File: src/rtl/thermometer_codec_seq.sv
// Handshaked thermometer codec: one-cycle encode of a K-bit value, or a
// bit-serial LSB-first decode of a W-bit thermometer code with bubble flagging.
module thermometer_codec_seq #(
    parameter int K = 5,
    parameter int W = (1 << K) - 1
) (
    input  logic         clk,
    input  logic         rst_n,
    input  logic         in_valid,
    output logic         in_ready,
    input  logic         mode,
    input  logic [K-1:0] in_bin,
    input  logic [W-1:0] in_therm,
    output logic         out_valid,
    input  logic         out_ready,
    output logic [K-1:0] out_bin,
    output logic [W-1:0] out_therm,
    output logic         out_err
);

    typedef enum logic [1:0] {IDLE, SCAN, DONE} state_t;

    state_t         state;
    state_t         state_next;
    logic [W-1:0]   shift_reg;
    logic [K-1:0]   idx;
    logic [K-1:0]   count;
    logic           seen_zero;
    logic           err;
    logic           scan_bit;
    logic           last_bit;
    logic [K-1:0]   count_next;
    logic           err_next;

    // Computed one bit wider so that n = W still yields all ones.
    function automatic logic [W-1:0] to_therm(input logic [K-1:0] n);
        logic [W:0] pow;
        pow = (W+1)'(1) << n;
        return W'(pow - (W+1)'(1));
    endfunction

    always_ff @(posedge clk or negedge rst_n) begin
        if (!rst_n)
            state <= IDLE;
        else
            state <= state_next;
    end

    always_comb begin
        state_next = state;
        in_ready   = 1'b0;
        out_valid  = 1'b0;
        case (state)
            IDLE: begin
                in_ready = 1'b1;
                if (in_valid)
                    state_next = mode ? SCAN : DONE;
            end
            SCAN: begin
                if (last_bit)
                    state_next = DONE;
            end
            DONE: begin
                out_valid = 1'b1;
                if (out_ready)
                    state_next = IDLE;
            end
            default: state_next = IDLE;
        endcase
    end

    // Once a zero has been seen, further ones are bubbles and no longer counted.
    always_comb begin
        scan_bit   = shift_reg[0];
        last_bit   = (idx == K'(W - 1));
        count_next = (scan_bit && !seen_zero) ? count + K'(1) : count;
        err_next   = err | (scan_bit & seen_zero);
    end

    always_ff @(posedge clk or negedge rst_n) begin
        if (!rst_n) begin
            shift_reg <= '0;
            idx       <= '0;
            count     <= '0;
            seen_zero <= 1'b0;
            err       <= 1'b0;
            out_bin   <= '0;
            out_therm <= '0;
            out_err   <= 1'b0;
        end else begin
            case (state)
                IDLE: begin
                    if (in_valid && !mode) begin
                        out_bin   <= in_bin;
                        out_therm <= to_therm(in_bin);
                        out_err   <= 1'b0;
                    end else if (in_valid && mode) begin
                        shift_reg <= in_therm;
                        idx       <= '0;
                        count     <= '0;
                        seen_zero <= 1'b0;
                        err       <= 1'b0;
                    end
                end
                SCAN: begin
                    shift_reg <= shift_reg >> 1;
                    idx       <= idx + K'(1);
                    count     <= count_next;
                    err       <= err_next;
                    if (!scan_bit)
                        seen_zero <= 1'b1;
                    if (last_bit) begin
                        out_bin   <= count_next;
                        out_therm <= to_therm(count_next);
                        out_err   <= err_next;
                    end
                end
                default: ;
            endcase
        end
    end

endmodule

File: config.mk
export PLATFORM = sky130hd
export DESIGN_NAME = thermometer_codec_seq
export DESIGN_NICKNAME = d
export VERILOG_FILES = /design/src/rtl/thermometer_codec_seq.sv
export SDC_FILE = /design/constraint.sdc
export NUM_CORES = 1
export LEC_CHECK = 0
export CORE_ASPECT_RATIO = 0.6
export CORE_UTILIZATION = 52
export CTS_CLUSTER_DIAMETER = 150
export DETAILED_ROUTE_END_ITERATION = 7
export PLACE_DENSITY = 0.8
export SETUP_SLACK_MARGIN = 0.15
export SLEW_MARGIN = 10
export SYNTH_ARGS = -nofsm -noshare
export SYNTH_HDL_FRONTEND = slang
export SYNTH_SLANG_ARGS = --single-unit
File: constraint.sdc
create_clock -name clk -period 4 [get_ports clk]
set_clock_uncertainty 0.1 [all_clocks]
set_input_delay 0.8 -clock clk [delete_from_list [all_inputs] [get_ports clk]]
set_output_delay 0.8 -clock clk [all_outputs]
set_load 0.005 [all_outputs]
==> impl_summary.txt <==
----------------------------------------------------
[Status]
  Result of the run ... completed

[CTS]
  TritonCTS clock tree ... built
  H-tree Lvls ... 3
  Post-cts gate resize count ... 0
  Number of setup buffers added after CTS ... 0
  Clock net sink count ... between 80 and 90
  Root buf cell ... clkbuf_16
  Maximum buffer depth of the clock tree ... 2
  Number of hold buffers added after CTS ... 0
  Latest clock arrival within the worst-skew pair ... ~340 ps
  Reg clk slew, reported paths ... 60 ps
  Number of buffers inserted during clock tree synthesis ... 9

[GRT]
  Maximum number of pins on one net before global-route repair ... 83
  First-pass GRT wire length ... between 15 and 20 mm
  Combined global-route utilization of all metal layers ... 0.2812
  Antenna violations before repair ... 0
  Total congestion overflow after global routing ... 0
  Number of global-route vias before repair ... 3584

[Timing]
  Fmax achieved ... 0.2780 GHz
  Final Hold Fails ... 0
  Final slew viol count ... 0
  Clock period minus final worst setup slack ... 3597 ps
  Crit share post-route ... 0.8993
  Total negative slack for setup checks ... 0 ps
  Worst slew slack as a fraction of its limit ... 0.3196
  Number of failing setup endpoints in the final timing report ... 0
  Hold Slack ... 380.0 ps
  Slew at the pin with the worst max-slew slack ... 1021 ps
  Unrepaired setup endpoints after global routing ... false

[Yosys]
  Syn_area_per_cell ... 8.575 um^2
  Proportion of register bits with asynchronous set or reset after synthesis ... 1.000
  Post-Synthesis Cells ... 490
  Main synth FF type ... dfrtp_1
  Synthesis-stage register bit count ... 82
  Post-synth EDFFs ... 0
  Net count after synthesis ... 536
  Synth cell types ... between 50 and 60
  Total of warnings raised by yosys ... 0
  Mapped Area ... between 4000 and 5000 um^2
  Share of the yosys chip area belonging to registers ... 0.4884

[Cells and area]
  Synth-to-layout area growth ... 28.38%
  Final design utilization ... 0.7156
  Leading cell type in the layout, fill and taps excluded ... nand2_1
  Filler Cell Count ... 585
  Nets ... 604
  Fraction of layout cells with a size suffix above 1 ... 0.07815
  Area occupied by multi-input gates ... 2006 um^2
  Commonest cells after routing, fill and taps aside ... nand2_1, dfrtp_1, clkdlybuf4s50_1, nor2_1, a31oi_1
  Area of all sequential standard cells ... 2052 um^2
  Antenna cells ... 0

[Floorplanning]
  Effective utilization at floorplan ... 0.5574
  Die width ... 118.0 um
  Die area ... 8455 um^2
  Die height ... 71.63 um
  Site row count ... 24
  Area of the placeable core ... 7537 um^2
  I/O Pins ... 80

[Critical path]
  Worst Path Arrival ... 3760 ps
  Critical path class ... flop to flop
  Kind of capture point of the worst setup path ... flop
  Startpoint Class ... flop
  Largest fanout of any net on the critical path ... 14
  Required time of the worst setup path ... 4160 ps

[Drt]
  Total Routed Length ... around 11 mm
  Wire length per cell ... between 15 and 20 um
  DRC violations left ... 0
  Vias/cell ... 5.843
  Total vias in the final route ... 3897
  First-pass iteration count of the detailed router ... 5
  Routed Antenna Nets ... 0
  Initial DRC count ... 360

[Place]
  Placer congestion estimate ... a little over 0.9
  Count of buffers inserted at the top-level ports ... between 70 and 80
  Post-DP HPWL ... 7.718 mm

[Min path]
  Worst min path class ... flop to flop

[Job]
  Count of maximum capacitance violations ... 0

[Power]
  Total Power ... 4.571 mW
  Total power divided by cell area ... between 800 and 900 nW/um^2
  Total leakage power ... 2.297 nW
  Maximum ir drop on the vdd rail ... 376.9 uV

----------------------------------------------------
==> cells by family (layout without fill, tap and decap cells) <==
group,count (synthesis),count (layout),synth area share
simple gates,214,214,0.2159
compound gates,137,137,0.2108
flops,82,82,0.4884
buf+inv,39,112,0.03782
xor+xnor,8,8,0.01846
fa+ha+maj,5,5,0.01489
mux,5,5,0.01370
==> cell usage after synthesis, types with 2 or more instances <==
cell type | number | area, um^2
nor4_1 | 4 | 25.02
o22ai_1 | 2 | 12.51
buf_2 | 4 | 20.02
a221oi_1 | 3 | 26.28
ha_1 | 5 | 62.56
xor2_1 | 7 | 61.31
o21ai_0 | 22 | 110.1
nand4_1 | 3 | 18.77
a21oi_1 | 23 | 115.1
mux2_2 | 2 | 22.52
and3_1 | 2 | 12.51
o21ai_1 | 17 | 85.08
clkbuf_1 | 28 | 105.1
nand3_1 | 5 | 25.02
a32oi_1 | 2 | 17.52
or3_1 | 3 | 18.77
a21o_1 | 7 | 52.55
inv_1 | 4 | 15.01
nand2b_1 | 4 | 25.02
buf_4 | 2 | 15.01
nor2b_1 | 3 | 18.77
nand2_1 | 105 | 394.1
a31o_1 | 3 | 26.28
dfrtp_1 | 82 | 2052
nor3_1 | 6 | 30.03
a22o_1 | 2 | 17.52
o31ai_1 | 3 | 22.52
a211oi_1 | 2 | 15.01
nor2_1 | 69 | 259.0
a31oi_1 | 38 | 237.7
==> path summary, 6_finish.rpt <==
kind	cells after the start	start	endpoint	slack (ps)
hold / removal	2	out_therm[19]	out_therm[19]	380
setup reg to reg	10	count[0]	out_therm[10]	400
max in group asynchronous	1	rst_n	out_bin[1]	2610
min in group asynchronous	1	rst_n	shift_reg[26]	540
setup / recovery	10	count[0]	out_therm[10]	400
hold reg to reg	2	out_therm[19]	out_therm[19]	380
==> where the power goes <==
part / total [mW] / switching [mW] / internal [mW]
logic: 2.27 / 1.31 / 0.964
registers: 1.46 / 0.250 / 1.21
clock network: 0.841 / 0.327 / 0.514
total: 4.57 / 1.88 / 2.69
==> metrics by stage <==
step | cell area [um^2] | setup WS (ps) | instances
finish | 5394 | 402.8 | 667
floorplan | 4202 | 862.9 | 490
CTS | 5394 | 493.6 | 667
detailed placement | 5089 | 331.1 | 651
global placement | 5089 | 444.8 | 651
global route | 5394 | 216.4 | 667
==> cell type report <==
class	count	share of cell area
flip-flops and latches	82	0.3804
multi-input cells	369	0.3718
repair buffers	92	0.1642
clock buffers	11	0.04686
well taps	104	0.02412
clock inverters	5	0.009743
inverters	4	0.002784
==> routing by layer <==
metal / track usage / vias to the layer above / part of all wire
met5: 0 / - / 0
met4: 0.06553 / 0 / 0.012
met3: 0.08280 / 22 / 0.083
met2: 0.3915 / 181 / 0.41
met1: 0.4281 / 1841 / 0.50
li1: - / 1853 / -
==> critical path: stages, from the launching register on <==
cell	delay (ps)
dfrtp_1	460
ha_1	240
nand3b_1	170
xnor2_2	380
a21o_1	270
nand2_1	90
or4_1	590
ha_1	400
o31ai_1	430
nand2_1	170
a31oi_1	200
(Power assumes the default switching activity.)
